$ cat src/rtl/pulse_stretch_mc.sv
// Multi-channel programmable pulse stretcher: each channel turns an edge or level
// trigger into an output pulse exactly len cycles long, with a done strobe at the end.
module pulse_stretch_mc #(
  parameter int unsigned CH     = 4,
  parameter int unsigned CNT_W  = 8,
  parameter string       PHASE  = "POSITIVE",
  parameter bit          EDGE   = 1'b1,
  parameter bit          RETRIG = 1'b1
) (
  input  logic             clk,
  input  logic             rst_n,
  input  logic [CNT_W-1:0] len,
  input  logic [CH-1:0]    d,
  output logic [CH-1:0]    q,
  output logic [CH-1:0]    done
);

  localparam bit            INV      = (PHASE == "NEGATIVE");
  localparam logic [CH-1:0] INV_MASK = {CH{INV}};

  logic [CNT_W-1:0] cnt_q [CH];
  logic [CNT_W-1:0] cnt_d [CH];
  logic [CH-1:0]    a_d_q, a_d_d;
  logic [CH-1:0]    q_q, q_d;
  logic [CH-1:0]    done_q, done_d;
  logic [CH-1:0]    a, trig, acc;

  // Per-channel trigger detection and counter next-state; the channel is active
  // exactly when its next count is non-zero, so only the output polarity is stored.
  always_comb begin
    a      = d ^ INV_MASK;
    a_d_d  = a;
    trig   = '0;
    acc    = '0;
    q_d    = INV_MASK;
    done_d = '0;
    for (int i = 0; i < int'(CH); i++) begin
      cnt_d[i] = cnt_q[i];
      trig[i]  = EDGE ? (a[i] & ~a_d_q[i]) : a[i];
      acc[i]   = trig[i] && (len != '0) && (RETRIG || (cnt_q[i] == '0));
      if (acc[i]) begin
        cnt_d[i] = len;
      end else if (cnt_q[i] > CNT_W'(1)) begin
        cnt_d[i] = cnt_q[i] - CNT_W'(1);
      end else if (cnt_q[i] == CNT_W'(1)) begin
        cnt_d[i]  = '0;
        done_d[i] = 1'b1;
      end
      q_d[i] = (cnt_d[i] != '0) ^ INV;
    end
  end

  always_ff @(posedge clk) begin
    if (!rst_n) begin
      for (int i = 0; i < int'(CH); i++) begin
        cnt_q[i] <= '0;
      end
      a_d_q  <= '0;
      q_q    <= INV_MASK;
      done_q <= '0;
    end else begin
      for (int i = 0; i < int'(CH); i++) begin
        cnt_q[i] <= cnt_d[i];
      end
      a_d_q  <= a_d_d;
      q_q    <= q_d;
      done_q <= done_d;
    end
  end

  assign q    = q_q;
  assign done = done_q;

endmodule

$ cat config.mk
export PLATFORM = sky130hd
export DESIGN_NAME = pulse_stretch_mc
export DESIGN_NICKNAME = d
export VERILOG_FILES = /design/src/rtl/pulse_stretch_mc.sv
export SDC_FILE = /design/constraint.sdc
export NUM_CORES = 1
export LEC_CHECK = 0
export CAP_MARGIN = 20
export CELL_PAD_IN_SITES_DETAIL_PLACEMENT = 1
export CELL_PAD_IN_SITES_GLOBAL_PLACEMENT = 1
export CORE_ASPECT_RATIO = 2
export CORE_MARGIN = 2
export CORE_UTILIZATION = 48
export DETAILED_ROUTE_END_ITERATION = 10
export DONT_BUFFER_PORTS = 1
export GPL_ROUTABILITY_DRIVEN = 0
export GPL_TIMING_DRIVEN = 0
export PLACE_DENSITY = 0.89
export SLEW_MARGIN = 20
export SYNTH_ARGS = -nofsm -noshare
export SYNTH_HDL_FRONTEND = slang
export SYNTH_SLANG_ARGS = --single-unit
$ cat constraint.sdc
create_clock -name clk -period 2.3 [get_ports clk]
set_input_delay 0.115 -clock clk [delete_from_list [all_inputs] [get_ports clk]]
set_output_delay 0.115 -clock clk [all_outputs]
set_load 0.02 [all_outputs]
==> impl_metrics.sql <==
INSERT INTO impl_metrics (metric_group, metric, value, unit) VALUES
('logic_synthesis', 'synth_fa_ha_area_share', '3.617', '%'),
('logic_synthesis', 'synthDistinctLibCells', '67', ''),
('pwr', 'power.net_switching', '0.9903', 'mW'),
('route', 'detail_route.drc_violations', '0', ''),
('finish', 'final_core_utilization', '56.37', '%'),
('critical_path', 'worst_setup_path_start_kind', 'flip-flop', ''),
('logic_synthesis', 'synth_ff_type', 'sky130_fd_sc_hd__dfxtp_1', ''),
('logic_synthesis', 'syn_avg_cell_area', '8.387', 'µm²'),
('cts', 'cts_inserted_buffers', '5', ''),
('hold_path', 'hold_depth', '2', ''),
('critical_path', 'worst_ep_required_time', '2.47', 'ns'),
('logic_synthesis', 'combinational_family_with_the_most_area_after_synthesis', 'simple AND/OR/NAND/NOR gates', ''),
('global_routing', 'groute.usage.overall', '27.47', '%'),
('cts', 'tritoncts_num_sinks', '44', ''),
('cts', 'clk_transition_reported_paths', '0.07', 'ns'),
('pwr', 'power.share.combinational', '32.4', '%'),
('global_routing', 'grt_pass1_vias', '2842', ''),
('critical_path', 'worst_setup_path_end_kind', 'flip-flop', ''),
('logic_synthesis', 'synthCells', '330', ''),
('floorplanning', 'design.die.area', '0.006426', 'mm²'),
('global_routing', 'largest_net_degree_at_the_start_of_global_routing', '15', ''),
('pwr', 'power_switching_share', '32.96', '%'),
('critical_path', 'r2r_start', 'cnt_q[1][0]$_SDFF_PN0_', ''),
('logic_synthesis', 'synth_enable_flop_cells', '0', ''),
('timing', 'setup_tns', '0', 'ns'),
('pwr', 'power.ir.vdd_worst', '1.140', 'mV'),
('timing', 'max_slew.worst_pin.slew', '0.5971', 'ns'),
('finish', 'share_of_cells_above_drive_strength_1', '17.68', '%'),
('pwr', 'seq_power_share', '32.6', '%'),
('cts', 'htree_num_levels', '2', ''),
('timing', 'timing.max_slew.rel_slack', '60.20', '%'),
('floorplanning', 'die_width', '57.70', 'µm'),
('cts', 'tritoncts', 'done', ''),
('hold_path', 'hold_class', 'primary input to flip-flop', ''),
('logic_synthesis', 'synth-compound-area-share', '23.19', '%'),
('timing', 'setup-violations-final', '0', ''),
('finish', 'antenna_cells', '0', ''),
('route', 'antenna_left', '0', ''),
('critical_path', 'crit_startpoint', 'cnt_q[1][0]$_SDFF_PN0_', ''),
('critical_path', 'cp_max_fo', '9', ''),
('floorplanning', 'placement_rows', '39', ''),
('route', 'drt-pass1-iter-count', '4', ''),
('finish', 'area_growth_syn_to_layout', '15.28', '%'),
('logic_synthesis', 'yosysSeqAreaShare', '31.83', '%'),
('run_status', 'outcome', 'completed', ''),
('logic_synthesis', 'synth_seq_cells', '44', ''),
('timing', 'timing_hold_violations_final', '0', ''),
('floorplanning', 'die-height', '111.4', 'µm'),
('pwr', 'power.clock.fraction', '35.0', '%'),
('place', 'place.detailed.hpwl', '5.697', 'mm'),
('timing', 'final.min_clock_period', '2.223', 'ns'),
('finish', 'final_nets', '366', ''),
('logic_synthesis', 'yosys-mux-area-fraction', '4.340', '%'),
('flow_run', 'maxCapViolations', '0', ''),
('critical_path', 'path_class', 'flip-flop to flip-flop', ''),
('place', 'buffer_ports.inserted', '0', ''),
('timing', 'fmax', '449.8', 'MHz'),
('global_routing', 'grt_antenna_before_repair', '0', ''),
('timing', 'layout_worst_path_cycle_share', '96.67', '%'),
('logic_synthesis', 'yosys.area_share.xor_xnor', '1.582', '%'),
('critical_path', 'reg2regPathDepth', '10', ''),
('route', 'dr_total_vias', '2621', ''),
('pwr', 'cellInternalPower', '2.014', 'mW'),
('logic_synthesis', 'synth_area', '0.002768', 'mm²'),
('logic_synthesis', 'synthSimpleGateAreaFrac', '28.21', '%'),
('finish', 'fill_count', '670', ''),
('cts', 'root_buffer', 'sky130_fd_sc_hd__clkbuf_16', ''),
('route', 'detail_route.wirelength', '8.426', 'mm'),
('logic_synthesis', 'syn_nets', '352', ''),
('floorplanning', 'initial_core_util', '48.89', '%'),
('pwr', 'pwr_dens', '941.6', 'mW/mm²');
==> cells by family (layout without fill, tap and decap cells) <==
| family | count (synthesis) | in the layout |
|---|---|---|
| AO/OA/AOI/OAI | 91 | 91 |
| XOR/XNOR | 5 | 5 |
| adder cells (fa/ha/maj) | 8 | 8 |
| buffers and inverters | 37 | 52 |
| flip-flops | 44 | 44 |
| multiplexers | 12 | 12 |
| AND/OR/NAND/NOR | 133 | 133 |
==> cell usage in the layout, fill, tap and decap left out, types with 4 or more instances in the layout <==
cell type,synthesis,routed
sky130_fd_sc_hd__a21oi_1,19,18
sky130_fd_sc_hd__and2_1,4,4
sky130_fd_sc_hd__inv_1,13,11
sky130_fd_sc_hd__nand3b_1,5,5
sky130_fd_sc_hd__nand2_1,17,17
sky130_fd_sc_hd__a31oi_1,6,6
sky130_fd_sc_hd__nor3b_1,5,5
sky130_fd_sc_hd__buf_6,3,4
sky130_fd_sc_hd__nor3_1,11,9
sky130_fd_sc_hd__dlygate4sd3_1,0,5
sky130_fd_sc_hd__a211oi_1,12,12
sky130_fd_sc_hd__buf_4,2,5
sky130_fd_sc_hd__clkbuf_1,7,5
sky130_fd_sc_hd__clkbuf_16,0,5
sky130_fd_sc_hd__o21ai_0,15,14
sky130_fd_sc_hd__buf_2,9,9
sky130_fd_sc_hd__o21ai_1,3,4
sky130_fd_sc_hd__nor2b_1,5,4
sky130_fd_sc_hd__ha_1,8,6
sky130_fd_sc_hd__dfxtp_1,44,41
sky130_fd_sc_hd__mux2i_1,12,12
sky130_fd_sc_hd__nor4_1,9,9
sky130_fd_sc_hd__nand3_1,8,8
sky130_fd_sc_hd__nor2_1,38,38
==> critical path: stages (launching register included) <==
cell and delay, ns:
sky130_fd_sc_hd__dfxtp_2 0.33, sky130_fd_sc_hd__buf_6 0.13, sky130_fd_sc_hd__inv_1 0.06, sky130_fd_sc_hd__ha_1 0.17
sky130_fd_sc_hd__buf_6 0.12, sky130_fd_sc_hd__or3b_4 0.39, sky130_fd_sc_hd__o31a_2 0.30, sky130_fd_sc_hd__a221oi_2 0.21
sky130_fd_sc_hd__nand2_1 0.09, sky130_fd_sc_hd__o211ai_1 0.19, sky130_fd_sc_hd__nand3b_1 0.11
==> per-layer routing <==
layer / part of all wire, % / GRT usage, %
met5: 0 / 0
met4: 4.4 / 15.97
met3: 2.9 / 5.575
met2: 56 / 51.52
met1: 37 / 25.86
==> registers in the layout, summed over array words and instances, names as in the netlist <==
signal and count:
a_d_q 4, cnt_q 32, done 4, q 4
==> per-stage QoR <==
| stage | worst slack, ns | instance area, µm² | hold WS, ns | std cells |
|---|---|---|---|---|
| after floorplan | 0.2100 | 2768 | 0.2367 | 330 |
| after global placement | -0.009804 | 2844 | 0.2391 | 391 |
| after detailed placement | -0.01968 | 2844 | 0.2427 | 391 |
| after CTS | 0.007672 | 3149 | 0.003671 | 405 |
| after global routing | -0.02542 | 3191 | 0.0003930 | 406 |
| final | 0.07663 | 3191 | 0.005661 | 406 |
==> cells in the mapped netlist (6+ instances only) <==
cell	n	area share, %
sky130_fd_sc_hd__a31oi_1	6	1.4
sky130_fd_sc_hd__nor3_1	11	2.0
sky130_fd_sc_hd__nand3_1	8	1.4
sky130_fd_sc_hd__a21oi_1	19	3.4
sky130_fd_sc_hd__a211oi_1	12	3.3
sky130_fd_sc_hd__clkbuf_1	7	0.95
sky130_fd_sc_hd__buf_2	9	1.6
sky130_fd_sc_hd__o21ai_0	15	2.7
sky130_fd_sc_hd__nor4_1	9	2.0
sky130_fd_sc_hd__nor2_1	38	5.2
sky130_fd_sc_hd__nand2_1	17	2.3
sky130_fd_sc_hd__mux2i_1	12	4.3
sky130_fd_sc_hd__dfxtp_1	44	32
sky130_fd_sc_hd__ha_1	8	3.6
sky130_fd_sc_hd__inv_1	13	1.8
==> power by group through the flow <==
stage	clock [mW]	combinational (mW)	sequential (mW)
2_1_floorplan	0	0.698	0.959
3_3_place_gp	0	0.839	0.979
3_5_place_dp	0	0.870	0.985
4_1_cts	1.06	0.922	0.971
5_1_grt	1.08	1.06	0.993
6_report	1.05	0.973	0.979
==> layout make-up <==
class                      count  area (µm²)  share of cell area (%)
buffer                        21       143.9                   4.510
clock buffer                   5       125.1                   3.922
clock inverter                 3       90.09                   2.824
inverter                      14       52.55                   1.647
multi-input combinational    249        1738                   54.47
sequential                    44       884.6                   27.73
tap                           61       76.32                   2.392
timing repair buffer           9       80.08                   2.510
==> repair_timing <==
item                                    CTS  global route
endpoints found under the setup margin    3             4
gates resized for setup                   7            11
cloned                                    0             0
pin swaps                                 1             2
buffers inserted                          1             3
hold endpoints to repair                  6             0
hold buffers                              5             0
==> path summary, 6_finish.rpt <==
check,to,slack (ns)
min,cnt_q[3][2]$_SDFF_PN0_,0.006
max,q[1]$_SDFF_PN0_,0.08
min reg2reg,cnt_q[0][4]$_SDFF_PN0_,0.51
max reg2reg,q[1]$_SDFF_PN0_,0.08
Power figures use the tool's default switching activity.
